`config.mk`:
```
export PLATFORM = sky130hd
export DESIGN_NAME = gray_counter_flat
export DESIGN_NICKNAME = d
export VERILOG_FILES = /design/src/rtl/gray_counter_if.sv /design/src/rtl/gray_counter.sv /design/src/flat_wrapper.sv
export SDC_FILE = /design/constraint.sdc
export NUM_CORES = 1
export LEC_CHECK = 0
export BUFFER_PORTS_ARGS = -buffer_cell sky130_fd_sc_hd__buf_2
export CORE_MARGIN = 2
export CORE_UTILIZATION = 25
export CTS_CLUSTER_SIZE = 8
export DETAILED_ROUTE_END_ITERATION = 16
export PLACE_DENSITY = 0.4
export REMOVE_ABC_BUFFERS = 1
export SLEW_MARGIN = 20
export SYNTH_ARGS = -nofsm -noshare
export SYNTH_HDL_FRONTEND = slang
export SYNTH_SLANG_ARGS = --single-unit
```
`constraint.sdc`:
```
create_clock -name i_clk -period 2.9 [get_ports i_clk]
set_input_delay 0.145 -clock i_clk [delete_from_list [all_inputs] [get_ports i_clk]]
set_output_delay 0.145 -clock i_clk [all_outputs]
set_load 0.03 [all_outputs]
```
`src/rtl/gray_counter_if.sv`:
```
// Control/load and count-output bundle for gray_counter.
// With GRAY_CHK_EN defined, the bundle also carries the sticky o_err flag.
interface gray_counter_if #(
  parameter int N = 8
);
  logic         i_en;
  logic         i_up;
  logic         i_load;
  logic         i_load_gray;
  logic [N-1:0] i_load_val;
  logic [N-1:0] o_bin;
  logic [N-1:0] o_gray;
  logic         o_tc;
`ifdef GRAY_CHK_EN
  logic         o_err;

  modport master (
    output i_en, i_up, i_load, i_load_gray, i_load_val,
    input  o_bin, o_gray, o_tc, o_err
  );
  modport slave (
    input  i_en, i_up, i_load, i_load_gray, i_load_val,
    output o_bin, o_gray, o_tc, o_err
  );
`else
  modport master (
    output i_en, i_up, i_load, i_load_gray, i_load_val,
    input  o_bin, o_gray, o_tc
  );
  modport slave (
    input  i_en, i_up, i_load, i_load_gray, i_load_val,
    output o_bin, o_gray, o_tc
  );
`endif
endinterface

```
`src/rtl/gray_counter.sv`:
```
// N-bit up/down counter with registered binary and Gray outputs, binary/Gray load.
// Define GRAY_CHK_EN to add the sticky one-bit-step checker driving o_err.
module gray_counter #(
  parameter int           N        = 8,
  parameter logic [N-1:0] INIT_BIN = '0
) (
  input  logic           i_clk,
  input  logic           i_rst,
  gray_counter_if.slave  bus
);

  localparam logic [N-1:0] INIT_GRAY = INIT_BIN ^ (INIT_BIN >> 1);
  localparam logic [N-1:0] ALL_ONES  = '1;
  localparam logic [N-1:0] ONE       = {{(N-1){1'b0}}, 1'b1};

  function automatic logic [N-1:0] gray_to_bin(input logic [N-1:0] g);
    logic [N-1:0] b;
    b[N-1] = g[N-1];
    for (int k = N - 2; k >= 0; k--) begin
      b[k] = b[k+1] ^ g[k];
    end
    return b;
  endfunction

  function automatic logic [N-1:0] bin_to_gray(input logic [N-1:0] b);
    return b ^ (b >> 1);
  endfunction

  logic [N-1:0] bin_q;
  logic [N-1:0] gray_q;
  logic         tc_q;
  logic [N-1:0] load_bin;
  logic [N-1:0] step_bin;
  logic         wrap;

  always_comb begin
    load_bin = bus.i_load_val;
    if (bus.i_load_gray) begin
      load_bin = gray_to_bin(bus.i_load_val);
    end
    step_bin = bus.i_up ? (bin_q + ONE) : (bin_q - ONE);
    wrap     = bus.i_up ? (bin_q == ALL_ONES) : (bin_q == '0);
  end

  // Gray is always re-derived from the next binary value, so the pair never diverges.
  always_ff @(posedge i_clk) begin
    if (i_rst) begin
      bin_q  <= INIT_BIN;
      gray_q <= INIT_GRAY;
      tc_q   <= 1'b0;
    end else if (bus.i_load) begin
      bin_q  <= load_bin;
      gray_q <= bin_to_gray(load_bin);
      tc_q   <= 1'b0;
    end else if (bus.i_en) begin
      bin_q  <= step_bin;
      gray_q <= bin_to_gray(step_bin);
      tc_q   <= wrap;
    end else begin
      tc_q   <= 1'b0;
    end
  end

  assign bus.o_bin  = bin_q;
  assign bus.o_gray = gray_q;
  assign bus.o_tc   = tc_q;

`ifdef GRAY_CHK_EN
  logic [N-1:0] prev_gray_q;
  logic         step_q;
  logic         err_q;

  function automatic int popcount(input logic [N-1:0] v);
    int cnt;
    cnt = 0;
    for (int k = 0; k < N; k++) begin
      cnt += int'(v[k]);
    end
    return cnt;
  endfunction

  // step_q marks that gray_q was produced by a count step; loads and resets are not checked.
  always_ff @(posedge i_clk) begin
    if (i_rst) begin
      prev_gray_q <= INIT_GRAY;
      step_q      <= 1'b0;
      err_q       <= 1'b0;
    end else begin
      prev_gray_q <= gray_q;
      step_q      <= bus.i_en & ~bus.i_load;
      if (step_q && (popcount(prev_gray_q ^ gray_q) != 1)) begin
        err_q <= 1'b1;
      end
    end
  end

  assign bus.o_err = err_q;
`endif

endmodule
```
`src/flat_wrapper.sv`:
```
// flat-port wrapper written by rule: the top's interface ports become plain ports
module gray_counter_flat 
#(
  parameter int           N        = 8,
  parameter logic [N-1:0] INIT_BIN = '0
)
  (i_clk, i_rst, bus_i_en, bus_i_up, bus_i_load, bus_i_load_gray, bus_i_load_val, bus_o_bin, bus_o_gray, bus_o_tc);
  gray_counter_if #(.N(N)) bus_i ();
  input  logic i_clk;
  input  logic i_rst;
  input wire logic [$bits(bus_i.i_en)-1:0] bus_i_en;
  input wire logic [$bits(bus_i.i_up)-1:0] bus_i_up;
  input wire logic [$bits(bus_i.i_load)-1:0] bus_i_load;
  input wire logic [$bits(bus_i.i_load_gray)-1:0] bus_i_load_gray;
  input wire logic [$bits(bus_i.i_load_val)-1:0] bus_i_load_val;
  output wire logic [$bits(bus_i.o_bin)-1:0] bus_o_bin;
  output wire logic [$bits(bus_i.o_gray)-1:0] bus_o_gray;
  output wire logic [$bits(bus_i.o_tc)-1:0] bus_o_tc;
  assign bus_i.i_en = bus_i_en;
  assign bus_i.i_up = bus_i_up;
  assign bus_i.i_load = bus_i_load;
  assign bus_i.i_load_gray = bus_i_load_gray;
  assign bus_i.i_load_val = bus_i_load_val;
  assign bus_o_bin = bus_i.o_bin;
  assign bus_o_gray = bus_i.o_gray;
  assign bus_o_tc = bus_i.o_tc;
  gray_counter #(.N(N), .INIT_BIN(INIT_BIN)) u_core (.i_clk(i_clk), .i_rst(i_rst), .bus(bus_i));
endmodule
```
==> results.json <==
{
  "outcome": "finished, final reports clean",
  "timing.final.crit_period_ps": 2480,
  "hold_ws_ps": 228,
  "layout_commonest_cell": "buf_2",
  "final_util": 0.301,
  "vias": 1303,
  "route.detailed.drc": 0,
  "setup_slack_ps": 425,
  "clk-insertion-delay-late_ps": 250,
  "endpoint": "u_core.bus.o_gray[6]",
  "htree_levels": 1,
  "reg2reg_from": "u_core.bus.o_bin[0]",
  "fin_skew_ps": 2.74,
  "cp_num_buf_inv": 1,
  "core_um2": 5440,
  "place.gp.congestion": 0.762,
  "rsz0062_at_grt": "no",
  "cts-resized-gates": 0,
  "drv_cap": 0,
  "worstSetupPathType": "reg2reg",
  "netlist_instances": 171,
  "dpl_worst_slack_ps": 465,
  "finalCritPeriodShare": 0.854,
  "cp_max_fo": 7,
  "ys_ff_latch": 16,
  "diodes": 0,
  "num_rows": 27,
  "drt_pre_antenna_iters": 4,
  "p_clk_frac": 0.201,
  "post-place-cells": 264,
  "cts_buffer_depth": 2,
  "die_area_um2": 6190,
  "wl_mm": 3.62,
  "cp-start-kind": "flip-flop",
  "cts_root_buf": "clkbuf_8",
  "hp-class": "in2reg",
  "rr_endpoint": "u_core.bus.o_gray[6]",
  "max_stage_delay_ps": 470,
  "grt_antenna_before_repair": 0,
  "seq_area_frac_synth": 0.230,
  "final_hold_viol_count": 0,
  "comb_power_share": 0.477,
  "worstPathCellList": "inv_1, fa_1, nor2b_1, o21ai_0, a21oi_1, o211ai_1, a211o_1, and3_1",
  "synth_ff_type": "dfxtp_1",
  "vdd_drop_max_uv": 141,
  "cts_buffers": 3,
  "ff2ff_path_depth": 8,
  "sw_frac_of_total": 0.402,
  "ys_async_sr_fraction": 0,
  "antenna_left": 0,
  "grt_pass1_vias": 1215,
  "hp-start": "bus_i_load_val[0]",
  "grt_max_degree": 25,
  "powerDensity_nw_per_um2": 517,
  "crit_cells": 8,
  "tightest_slew_ps": 439,
  "synth.distinct_cells": 38,
  "power_frac_seq": 0.322,
  "finalSetupViolCount": 0,
  "layout-drive-gt1-share": 0.174,
  "cpLargestDelayFamily": "compound AO/OA/AOI/OAI gates",
  "dieHeight_um": 78.7,
  "area_delta_synth_final_pct": 17.5,
  "r2r_setup_slack_ps": 420,
  "pin_count": 31,
  "synth_edf_count": 0,
  "cts_sinks": 16,
  "final_cell_mix": "buf_2, dfxtp_1, xnor2_1",
  "synth_warnings": 0,
  "grt_overflow_total": 0,
  "instances_no_fill": 267,
  "post_cts_buffers": 0,
  "fin_nets": 218,
  "clk_pin_slew_ps": 70,
  "holdBufCountCts": 0,
  "synth_area_per_cell_um2": 8.15,
  "grt_pass1_wl_mm": 6.18,
  "max_slew_margin": 0.707,
  "cp-end-kind": "flip-flop",
  "finalSetupTns_ps": 0,
  "slew_violations": 0,
  "cp.required_ps": 3040,
  "net-switching-power_mw": 0.340,
  "dp.final_hpwl_mm": 2.81,
  "cts_tree": "yes",
  "crit_arrival_ps": 2620,
  "startpoint": "u_core.bus.o_bin[0]",
  "timing.fmax_mhz": 404,
  "vias_per_cell": 4.88,
  "netlist_area_um2": 1390,
  "die_w_um": 78.7,
  "grt_use_total": 0.123,
  "place.port_buffers": 30,
  "routedWlPerCell_um": 13.6,
  "p_int_mw": 0.506,
  "slowest_stage": "dfxtp_1",
  "dr.first_iter.drc_count": 72,
  "p_leak_nw": 0.713,
  "initial_utilization": 0.256
}
==> Yosys cell counts, types with 4 or more instances <==
cell	count	area share
or3_1	4	0.018
ha_1	6	0.054
dfxtp_1	16	0.23
xnor2_1	15	0.094
nor2b_1	11	0.049
nand2_1	10	0.027
inv_1	10	0.027
clkbuf_1	8	0.022
xor2_1	8	0.050
o21ai_0	6	0.022
and3_1	4	0.018
a21oi_1	11	0.039
a211oi_1	12	0.065
nor2_1	7	0.019
nor3_1	6	0.022
==> area by class of cell <==
| class | instances | area (um2) |
|---|---|---|
| repair buffers | 30 | 150 |
| clock buffers | 3 | 41.3 |
| flip-flops and latches | 16 | 320 |
| multi-input cells | 135 | 995 |
| well taps | 72 | 90.1 |
| inverters | 11 | 41.3 |
| fillers | 586 | 3800 |
==> tightest hold or removal path, delay by kind of cell <==
family | cells | cell delay, ps
buf+inv | 1 | 110
xor+xnor | 1 | 110
compound gates | 1 | 60
==> per-stage QoR <==
step | total power [mW] | area (um2)
after floorplan | 0.568 | 1360
after global placement | 0.683 | 1600
after detailed placement | 0.680 | 1600
after CTS | 0.853 | 1640
after global routing | 0.906 | 1640
final | 0.846 | 1640
==> how the worst min path moves through the flow <==
stage                                      end  slack [ps]  cells past startpoint
final                     u_core.bus.o_gray[0]         230                      3
after global routing      u_core.bus.o_gray[0]         260                      3
after CTS                 u_core.bus.o_gray[0]         230                      3
after detailed placement  u_core.bus.o_gray[5]         480                      2
after global placement    u_core.bus.o_gray[5]         470                      2
after floorplan           u_core.bus.o_gray[3]         220                      1
==> kinds of logic (layout without fill, tap and decap cells) <==
logic type	after synthesis	in the layout	share of synthesized area
buf+inv	20	44	0.0566
flops	16	16	0.230
simple gates	54	54	0.211
compound gates	48	48	0.240
xor+xnor	26	26	0.195
fa+ha+maj	7	7	0.0682
==> power groups by stage <==
stage	Clock, mW	Sequential (mW)	Combinational (mW)
global route	0.179	0.276	0.450
finish	0.170	0.272	0.404
detailed placement	0	0.277	0.403
floorplan	0	0.324	0.244
CTS	0.174	0.272	0.407
global placement	0	0.276	0.407
==> per-layer routing <==
metal  track usage  part of all wire
met1         0.181              0.52
met2         0.188              0.43
met3       0.00920             0.038
met5             0                 0
met4        0.0439            0.0094
==> sequential cells by signal (all words and copies together) (netlist names) <==
register,count
u_core.bus.o_gray,8
u_core.bus.o_tc,1
u_core.bus.o_bin,7
No activity file was read; power rests on OpenSTA's default activity.
